`config.mk`:
```
export PLATFORM = sky130hd
export DESIGN_NAME = instruction_loader
export DESIGN_NICKNAME = d
export VERILOG_FILES = /design/src/rtl/instruction_loader.sv
export SDC_FILE = /design/constraint.sdc
export NUM_CORES = 1
export LEC_CHECK = 0
export BUFFER_PORTS_ARGS = -buffer_cell sky130_fd_sc_hd__buf_2
export CAP_MARGIN = 20
export CORE_MARGIN = 2
export CORE_UTILIZATION = 56
export CTS_CLUSTER_DIAMETER = 60
export DETAILED_ROUTE_END_ITERATION = 12
export PLACE_DENSITY = 0.81
export SYNTH_ARGS = -nofsm -noshare
export SYNTH_HDL_FRONTEND = slang
export SYNTH_SLANG_ARGS = --single-unit
```
`constraint.sdc`:
```
create_clock -name i_clock -period 2.6 [get_ports i_clock]
set_input_delay 0.26 -clock i_clock [delete_from_list [all_inputs] [get_ports i_clock]]
set_output_delay 0.26 -clock i_clock [all_outputs]
set_load 0.03 [all_outputs]
```
`src/rtl/instruction_loader.sv`:
```
`default_nettype none
// ============================================================================
// Module      : instruction_loader
// Description : Assembles big-endian instruction words from a serial byte
//               stream and writes them to instruction memory at consecutive
//               word addresses. The program counter is held in reset while
//               loading. A load ends on the HALT word (all ones, which is
//               itself written) or abnormally when the last memory address
//               has been written without seeing HALT.
//
// Ports       : i_clock, i_reset       clock, async active-high reset
//               i_start                single-cycle load request
//               i_rx_data, i_rx_valid  received byte and its strobe
//               o_write_enable/addr/data  instruction-memory write port
//               o_pc_reset, o_loading  high while a load is in progress
//               o_done, o_error        load finished / finished abnormally
//
// Options     : LOADER_CHECKSUM_EN - after HALT, one extra byte is received
//               and compared with the XOR of every preceding byte of the load;
//               a difference is reported through o_error.
//
// Revision    : 1.0 - initial release
// ============================================================================
module instruction_loader #(
    parameter int NB_PC          = 6,
    parameter int NB_INSTRUCTION = 32,
    parameter int NB_DATA        = 8
) (
    input  logic                      i_clock,
    input  logic                      i_reset,
    input  logic                      i_start,
    input  logic [NB_DATA-1:0]        i_rx_data,
    input  logic                      i_rx_valid,
    output logic                      o_write_enable,
    output logic [NB_PC-1:0]          o_write_addr,
    output logic [NB_INSTRUCTION-1:0] o_write_data,
    output logic                      o_pc_reset,
    output logic                      o_loading,
    output logic                      o_done,
    output logic                      o_error
);

    localparam int BYTES_PER_WORD = NB_INSTRUCTION / NB_DATA;
    localparam int NB_CNT         = (BYTES_PER_WORD > 1) ? $clog2(BYTES_PER_WORD) : 1;
    localparam logic [NB_CNT-1:0]         LAST_BYTE = NB_CNT'(BYTES_PER_WORD - 1);
    localparam logic [NB_INSTRUCTION-1:0] HALT_WORD = '1;
    localparam logic [NB_PC-1:0]          LAST_ADDR = '1;

`ifdef LOADER_CHECKSUM_EN
    typedef enum logic [2:0] {
        ST_IDLE    = 3'd0,
        ST_RECEIVE = 3'd1,
        ST_WRITE   = 3'd2,
        ST_DONE    = 3'd3,
        ST_CHECK   = 3'd4
    } state_t;
`else
    typedef enum logic [2:0] {
        ST_IDLE    = 3'd0,
        ST_RECEIVE = 3'd1,
        ST_WRITE   = 3'd2,
        ST_DONE    = 3'd3
    } state_t;
`endif

    state_t                      state;
    state_t                      state_next;
    logic [NB_CNT-1:0]           byte_cnt;
    logic [NB_PC-1:0]            addr;
    logic [NB_INSTRUCTION-1:0]   word;
    logic                        error;
`ifdef LOADER_CHECKSUM_EN
    logic [NB_DATA-1:0]          xor_acc;
`endif

    logic accept_last;
    logic is_halt;
    logic addr_full;

    assign accept_last = i_rx_valid && (byte_cnt == LAST_BYTE);
    assign is_halt     = (word == HALT_WORD);
    assign addr_full   = (addr == LAST_ADDR);

    // ------------------------------------------------------------------
    // State register
    // ------------------------------------------------------------------
    always_ff @(posedge i_clock or posedge i_reset) begin
        if (i_reset) begin
            state <= ST_IDLE;
        end else begin
            state <= state_next;
        end
    end

    // ------------------------------------------------------------------
    // Next-state logic
    // ------------------------------------------------------------------
    always_comb begin
        state_next = state;
        case (state)
            ST_IDLE:    if (i_start)     state_next = ST_RECEIVE;
            ST_RECEIVE: if (accept_last) state_next = ST_WRITE;
            ST_WRITE: begin
                if (is_halt) begin
`ifdef LOADER_CHECKSUM_EN
                    state_next = ST_CHECK;
`else
                    state_next = ST_DONE;
`endif
                end else if (addr_full) begin
                    state_next = ST_DONE;
                end else begin
                    state_next = ST_RECEIVE;
                end
            end
`ifdef LOADER_CHECKSUM_EN
            ST_CHECK:   if (i_rx_valid)  state_next = ST_DONE;
`endif
            ST_DONE:    if (i_start)     state_next = ST_RECEIVE;
            default:                     state_next = ST_IDLE;
        endcase
    end

    // ------------------------------------------------------------------
    // Datapath: byte assembly, word address, completion status
    // ------------------------------------------------------------------
    always_ff @(posedge i_clock or posedge i_reset) begin
        if (i_reset) begin
            byte_cnt <= '0;
            addr     <= '0;
            word     <= '0;
            error    <= 1'b0;
`ifdef LOADER_CHECKSUM_EN
            xor_acc  <= '0;
`endif
        end else begin
            case (state)
                ST_IDLE, ST_DONE: begin
                    if (i_start) begin
                        byte_cnt <= '0;
                        addr     <= '0;
                        word     <= '0;
                        error    <= 1'b0;
`ifdef LOADER_CHECKSUM_EN
                        xor_acc  <= '0;
`endif
                    end
                end
                ST_RECEIVE: begin
                    if (i_rx_valid) begin
                        // Shift left so the first byte ends in the MSBs.
                        word     <= {word[NB_INSTRUCTION-NB_DATA-1:0], i_rx_data};
                        byte_cnt <= accept_last ? '0 : byte_cnt + 1'b1;
`ifdef LOADER_CHECKSUM_EN
                        xor_acc  <= xor_acc ^ i_rx_data;
`endif
                    end
                end
                ST_WRITE: begin
                    if (is_halt) begin
                        error <= 1'b0;
                    end else if (addr_full) begin
                        // Memory full without HALT: stop, do not wrap.
                        error <= 1'b1;
                    end else begin
                        addr  <= addr + 1'b1;
                    end
                end
`ifdef LOADER_CHECKSUM_EN
                ST_CHECK: begin
                    if (i_rx_valid) begin
                        error <= (i_rx_data != xor_acc);
                    end
                end
`endif
                default: ;
            endcase
        end
    end

    // ------------------------------------------------------------------
    // Outputs
    // ------------------------------------------------------------------
    assign o_write_enable = (state == ST_WRITE);
    assign o_write_addr   = addr;
    assign o_write_data   = word;
    assign o_loading      = (state != ST_IDLE) && (state != ST_DONE);
    assign o_pc_reset     = o_loading;
    assign o_done         = (state == ST_DONE);
    assign o_error        = error;

endmodule
`default_nettype wire
```
## Word level (Yosys, flattened, before mapping)

Cells that the tools add are included.

- Add/subtract/negate cells: 2
- $mul: 0
- Div/mod/pow operators: 0
- Magnitude comparators: 0
- Equality and inequality tests: 13
- Shift-type cells: 0
- Muxes and demuxes: 20
- Bitwise operators: 0
- Reduce and logical (&&, ||, !) cells: 11

Operator list:

| kind | count |
|---|---|
| $mux 32 | 2 |
| $pmux 32 s2 | 1 |
| $eq 32x32->1 const B | 1 |
| $mux 6 | 3 |
| $pmux 6 s2 | 1 |
| $mux 2 | 5 |
| $pmux 3 s3 | 1 |
| $ne 2x2->1 const B | 4 |
| $add 6x1->6 const B | 1 |
| $eq 3x2->1 const B | 2 |
| $eq 6x6->1 const B | 1 |
| $mux 3 | 2 |
| $reduce_and 3->1 | 2 |
| $pmux 2 s2 | 1 |
| $reduce_and 4->1 | 1 |
| $reduce_bool 2->1 | 2 |
| $eq 3x1->1 const B | 1 |
| $logic_not 3->1 | 1 |
| $mux 1 | 3 |
| $ne 3x1->1 const B | 1 |
| $ne 3x2->1 const B | 1 |
| $reduce_bool 3->1 | 1 |
| $add 2x1->2 const B | 1 |
| $eq 2x2->1 const B | 1 |
| other kinds (5) | 6 |

- Bits in registers: 44
- Latch bits: 0
- Bits in writable memories: 0
- Bits in read-only memories: 0
- Bits of input ports: 12
- Output and inout port bits: 43
- Word-level logic and storage cells: 51
- Memories: 0

## Logic depth before layout (Yosys ltp)

Gate-level depths: netlist of run 1.

- Word-level depth: 5
- Mapped depth: 10
- Depth with buffers taken out: 7

## Worst setup path before layout of run 1

No wires, ideal clock.

- Path kind: register -> register
- From: reg addr[0] (netlist: o_write_addr[0])
- To: reg addr[3] (netlist: o_write_addr[3])
- Arrival: 1.811 ns
- Required time: 2.476 ns
- Setup slack: 0.665 ns
- Stages on the path, launching flop included: 8
- Clock period less this slack: 1.935 ns
- Path through: dfrtp_1 -> ha_1 -> and3_1 -> and3_4 -> a21o_1 -> buf_6 -> o211a_1 -> a211o_1

- Cells in the longest elaborated chain, start to end: 4
- Elaborated cells on any way between the ends: 7
- Those cells by class: add/sub: 1; eq/ne: 2; mux: 3; reduce/logical: 1

RTL lines:

| what | RTL line | text |
|---|---|---|
| from (decl) | 69 | `logic [NB_PC-1:0] addr;` |
| from (signal assigned) | 166 | `addr <= addr + 1'b1;` |
| $add 6x1->6 | 166 |  |
| $mux 6 | 162 | `end else if (addr_full) begin` |
| $mux 6 | 160 | `if (is_halt) begin` |
| $pmux 6 s2 | 137 | `case (state)` |

Parallel ways exist; a longest one is shown, timed or not. The select of a mux whose other input is x is not followed.
A chain may end at the register's enable or synchronous reset.

## Worst setup path after layout of run 1

- From: reg state[0]
- To: reg word[27] (netlist: o_write_data[27])

- Cells in the longest elaborated chain, start to end: 4
- Elaborated cells on any way between the ends: 9
- Those cells by class: eq/ne: 4; mux: 1; reduce/logical: 4

RTL lines:

| what | RTL line | text |
|---|---|---|
| from (decl) | 66 | `state_t state;` |
| from (signal assigned) | 91 | `state <= state_next;` |
| $eq 3x2->1 / $logic_not 3->1 (equally long branches) | 137 |  |
| $reduce_or 2->1 (no source line) | - |  |
| $ne 2x1->1 (no source line) / $reduce_bool 2->1 (equally long branches) | - |  |
| $reduce_and 3->1 (no source line) | - |  |
| to (signal assigned) | 152 | `word <= {word[NB_INSTRUCTION-NB_DATA-1:0], i_rx_data};` |
| to (decl) | 70 | `logic [NB_INSTRUCTION-1:0] word;` |

Parallel ways exist; a longest one is shown, timed or not.

==> results of run 1 <==
-- per-layer routing --
| metal | part of all wire | vias to the layer above | wire length, um | global-route usage |
|---|---|---|---|---|
| met5 | 0 | - | 0 | 0 |
| met1 | 0.47 | 852 | 2120 | 0.340 |
| met4 | 0.0096 | 0 | 43 | 0.0851 |
| li1 | - | 879 | - | - |
| met3 | 0.048 | 4 | 216 | 0.0458 |
| met2 | 0.47 | 56 | 2100 | 0.358 |
-- state kept, by name, summed over array words and instances (netlist names) --
name and flops:
o_write_data 32, o_write_addr 6, byte_cnt 2, state 2, o_error 1
-- cell usage after synthesis (2+ instances only) --
master    number
nand3_1       37
buf_1          3
buf_2          5
nor4_2         2
a21o_1         2
ha_1           6
inv_1          5
a21oi_1        4
nand2b_1       2
o311ai_1       2
o211ai_1       2
nor2_1         7
o31ai_1        3
nand4_1        8
o21ai_0        3
dfrtp_1       43
clkbuf_1       4
nand2_1       76
-- placed cells by master, fill, tap and decap left out, types with 5 or more instances in the layout --
| master | count |
|---|---|
| nand2_1 | 76 |
| buf_2 | 54 |
| dfrtp_1 | 43 |
| nand3_1 | 37 |
| nand4_1 | 8 |
| nor2_1 | 7 |
| ha_1 | 6 |
| inv_1 | 5 |
| clkbuf_4 | 5 |
| buf_4 | 5 |
-- layout make-up --
class | instances | area [um^2] | share of cell area
sequential | 43 | 1080 | 0.452
multi-input combinational | 167 | 866 | 0.363
timing repair buffer | 59 | 308 | 0.129
tap | 46 | 57.6 | 0.0242
clock buffer | 6 | 51.3 | 0.0215
inverter | 5 | 18.8 | 0.00788
clock inverter | 1 | 5.00 | 0.00210
-- stage by stage --
step	hold WS [ns]	cell area (um^2)
detailed placement	0.422	2330
global placement	0.423	2330
finish	0.0423	2380
global route	0.0548	2380
floorplan	0.405	2030
CTS	0.0467	2380
-- cells by family (layout without fill, tap and decap cells) --
family,after synthesis,in the layout
flip-flops,43,43
multiplexers,1,1
AO/OA/AOI/OAI,21,21
buffers and inverters,19,71
AND/OR/NAND/NOR,139,139
adder cells (fa/ha/maj),6,6
-- how the worst min path moves through the flow --
stage	from	endpoint	slack (ns)	cells after the start
finish	i_reset	o_write_data[25]	0.04	3
global route	i_reset	o_write_data[27]	0.05	3
CTS	i_reset	o_error	0.05	3
detailed placement	i_reset	o_write_data[27]	0.42	3
global placement	i_reset	o_write_addr[2]	0.42	3
floorplan	i_rx_data[0]	o_write_data[0]	0.40	2
-- power breakdown --
part,switching [mW],leakage [nW],internal (mW)
clock,0.201,0.0341,0.126
sequential,0.229,0.583,0.887
combinational,1.23,0.752,0.429
total,1.66,1.37,1.44
-- worst min-delay path, stage by stage --
cell	delay (ns)
buf_2	0.10
inv_1	0.04
buf_4	0.44
==> reports/results.txt, run 1 <==
Status - complete, no violations
CP Class - flip-flop to flip-flop
WL/cell - 13.7 um
Library cells used by synthesis - 33
Fin. max-slew vios - 0
Die width - 64.2 um
First drt pass iteration count - 4
Tightest Hold Check Type - input pin to asynchronous set/reset pin
Clk_lat worst skew - 0.34 ns
Cell Area, Synth - 2030 um^2
Critical path's slowest cell - dfrtp_1
Fmax - 0.520 GHz
Post-synthesis compound-gate area fraction - 0.0715
Dpl cells - 320
Clk sinks - 43
R2r startpoint - state[0]
Global-route wire length before repair - 7540 um
Transition time of the tightest slew-check pin - 0.532 ns
CP endpoint - o_write_data[27]
CTS hold repair buffers - 0
RD Place Congestion - 0.824
Buffers added on ports - 54
Total power - 3.10 mW
CP endpoint kind - flip-flop
Total setup buffers inserted after CTS - 0
Root Driver - clkbuf_4
Max Cap Viol - 0
Fin. Hold Viols - 0
GRT Overall Usage - 0.236
Maximum clock path buffer count - 2
Nets - 299
Largest net degree at the start of global routing - 44
WP data arrival - 2.15 ns
Via count - 1791
Mux cell area share after synthesis - 0.00493
Critical path startpoint - state[0]
Share of the synthesized area in the top cell type - 0.530
Placement Setup Slack - 0.714 ns
Syn Inst Count - 229
Vias in the first global route - 1605
CTS Buf Count - 5
# setup viols final - 0
Synth Area per Inst - 8.87 um^2
Cell Count, Final, Fillers Out - 327
Starting Density - 0.595
Slew margin rel. - 0.645
Main combinational cell family by area after synthesis - simple AND/OR/NAND/NOR gates
Chip Height - 64.2 um
Seq cells post-synth - 43
DPL Wire Length - 3130 um
CP Cell Sequence - inv_1 -> ha_1 -> inv_1 -> o21ai_0 -> nand2_1 -> buf_4 -> nand2_1 -> nand2_1
EDFF count, synth - 0
Post-synthesis sequential area ratio - 0.530
Via density - 5.48
Async S/R FF share, synth - 1.00
Max incr delay on CP - 0.43 ns
Syn nets - 247
WP data required - 2.83 ns
Final ANT Viol Nets - 0
Primary FF master, synth - dfrtp_1
H-Tree Depth - 2
Final worst slack - 0.676 ns
Unrepaired setup endpoints after global routing - false
Final WL - 4490 um
DRT iter0 DRCs - 98
Yosys synthesis warning count - 0
Worst Path Buf+Inv - 3
R2r endpoint - o_write_data[27]
Crit start category - flip-flop
Clk slew on worst S/H paths - 0.12 ns
Tcrit/Tclk final - 0.740
Core area - 3420 um^2
Delay-heaviest family, CP - buffers and inverters
Minimum clock period - 1.92 ns
Stages on worst setup path - 8
Synth area leader - dfrtp_1
P_leak - 1.37 nW
Area grow syn2layout - 17.3%
Peak VDD IR - 786 uV
Final TNS setup - 0 ns
Layout cells sized above 1 - 0.249
Clk_skew - 0.0104 ns
Synth Area in Adders - 0.0370
DIE AREA - 4120 um^2
# resized after CTS - 0
N_diodes - 0
CTS tree - done
R2R setup slack - 0.68 ns
Post-Synth XOR/XNOR Area - 0
Worst Reg-to-Reg Cells - 8
Initial antenna violation count - 0
Final Util - 0.697
Final-layout fill cell count - 300
Grt ovf - 0
Simple-gate area share of the yosys netlist - 0.313
Rows - 21
Power density cells - 1300 nW/um^2
Drt drc - 0
Most used cell, CP - nand2_1
Leading post-synthesis cells by cell area - dfrtp_1, nand2_1, nand3_1
CP Max Fanout - 27
I/O pins - 55
Note: power is estimated with default switching activity, not from simulation.
==> run 2: changes to the inputs <==
--- a/config.mk
+++ b/config.mk
@@ -8,10 +8,10 @@
 export BUFFER_PORTS_ARGS = -buffer_cell sky130_fd_sc_hd__buf_2
 export CAP_MARGIN = 20
 export CORE_MARGIN = 2
-export CORE_UTILIZATION = 56
+export CORE_UTILIZATION = 52
 export CTS_CLUSTER_DIAMETER = 60
 export DETAILED_ROUTE_END_ITERATION = 12
-export PLACE_DENSITY = 0.81
+export PLACE_DENSITY = 0.76
 export SYNTH_ARGS = -nofsm -noshare
 export SYNTH_HDL_FRONTEND = slang
 export SYNTH_SLANG_ARGS = --single-unit
==> constraint.sdc (replaced) <==
create_clock -name i_clock -period 1.8 [get_ports i_clock]
set_input_delay 0.18 -clock i_clock [delete_from_list [all_inputs] [get_ports i_clock]]
set_output_delay 0.18 -clock i_clock [all_outputs]
set_load 0.03 [all_outputs]
==> run 2 against run 1 <==
Clock power increased by 130%. Sequential share of layout area decreased by 3.6 points. Clock skew decreased by 0.00056 ns. Clock-buffer cell count decreased by 1. Highest routed layer unchanged. Global-route usage decreased by 0.69 points. Flip-flop and latch count unchanged. Critical path type unchanged. Wire length increased by 5.0%. Largest power group unchanged.
==> reports/results.txt, run 2 (same netlist as run 1, synthesis figures left out) <==
Final Util - 0.699
Grt ovf - 0
Chip Height - 66.5 um
Peak VDD IR - 1090 uV
Final WL - 4710 um
Max reg flops - 32
Max incr delay on CP - 0.41 ns
CP Max Fanout - 7
Drt drc - 0
DRT iter0 DRCs - 147
DPL Wire Length - 3170 um
H-Tree Depth - 2
DIE AREA - 4420 um^2
Layout cells sized above 1 - 0.310
Root Driver - clkbuf_8
Global-route wire length before repair - 7710 um
Initial antenna violation count - 0
CP Cell Sequence - ha_2 -> and3_4 -> and3_4 -> a21o_4 -> o211a_1 -> a211o_1
P_leak - 1.45 nW
Area grow syn2layout - 27.9%
Critical path's slowest cell - dfrtp_2
Final worst slack - 0.0738 ns
Unrepaired setup endpoints after global routing - false
Fin. Hold Viols - 0
WP data required - 1.99 ns
Transition time of the tightest slew-check pin - 0.426 ns
Core area - 3720 um^2
Buffers added on ports - 54
Slew margin rel. - 0.713
Fin. max-slew vios - 0
Via count - 1843
I/O pins - 55
Final ANT Viol Nets - 0
Tcrit/Tclk final - 0.959
# setup viols final - 0
RD Place Congestion - 0.915
Largest net degree at the start of global routing - 44
First drt pass iteration count - 4
CP Class - flip-flop to flip-flop
Minimum clock period - 1.73 ns
Maximum clock path buffer count - 2
Clk_lat worst skew - 0.30 ns
CTS tree - done
WL/cell - 13.8 um
Nets - 311
Die width - 66.5 um
Area after DPL - 2430 um^2
Placement Setup Slack - 0.00606 ns
Crit start category - flip-flop
Commonest non-fill, non-tap cell in the layout - nand2_1
WP data arrival - 1.92 ns
Design area - 2600 um^2
Final TNS setup - 0 ns
Clk_skew - 0.00980 ns
Clk sinks - 43
Vias in the first global route - 1639
Starting Density - 0.546
Fmax - 0.579 GHz
Via density - 5.39
Status - complete, no violations
Power density cells - 1920 nW/um^2
Tightest Hold Check Type - input pin to flip-flop
Final-layout fill cell count - 302
Rows - 22
Most frequent cells in the layout - nand2_1, buf_2, dfrtp_1
GRT Overall Usage - 0.229
Most used cell, CP - and3_4
Clk slew on worst S/H paths - 0.08 ns
N_diodes - 0
Max Cap Viol - 0
CTS Buf Count - 5
CP endpoint kind - flip-flop
[run 2: final cells by class]
cell class | instances | area, um^2 | share of cell area
clock buffer | 5 | 68.8 | 0.0265
clock inverter | 3 | 43.8 | 0.0169
sequential | 43 | 1080 | 0.415
multi-input combinational | 167 | 902 | 0.347
tap | 48 | 60.1 | 0.0231
inverter | 5 | 18.8 | 0.00723
timing repair buffer | 71 | 425 | 0.164
[run 2: critical path: cells and delay by family (launching register included)]
| family | cells | cell delay [ns] |
|---|---|---|
| compound gates | 3 | 0.65 |
| simple gates | 2 | 0.36 |
| fa+ha+maj | 1 | 0.19 |
| flops | 1 | 0.41 |
[run 2: metal layers]
metal | wire [um] | vias to the layer above | global-route usage
met5 | 0 | - | 0
met1 | 2200 | 869 | 0.326
met2 | 2200 | 52 | 0.349
met4 | 56 | 0 | 0.0689
li1 | - | 915 | -
met3 | 261 | 7 | 0.0541
[run 2: path summary, 6_finish.rpt]
check,start,endpoint,slack [ns],depth (start not counted)
min in group asynchronous,i_reset,o_write_addr[5],0.48,4
max in group asynchronous,i_reset,o_write_addr[1],1.10,4
worst max-delay path,o_write_addr[1],o_write_addr[3],0.07,6
worst min-delay path,i_rx_data[3],o_write_data[3],0.10,3
worst min register to register,byte_cnt[1],byte_cnt[1],0.48,2
worst max register to register,o_write_addr[1],o_write_addr[3],0.07,6
[run 2: timing repair]
action,CTS,global route
gates resized for setup,1,6
endpoints found under the hold margin,43,0
pin swaps,0,0
buffers inserted,0,2
endpoints found under the setup margin,1,35
hold buffers,1,0
[run 2: power breakdown]
group,switching [mW],internal [mW]
sequential,0.297,1.28
clock,0.339,0.413
combinational,1.86,0.806
[run 2: per-stage QoR]
step / cells / power, mW / hold WS [ns]
2_1_floorplan: 229 / 3.36 / 0.325
3_3_place_gp: 331 / 4.15 / 0.256
3_5_place_dp: 331 / 4.20 / 0.257
4_1_cts: 340 / 4.95 / 0.107
5_1_grt: 342 / 5.35 / 0.121
6_report: 342 / 5.00 / 0.104
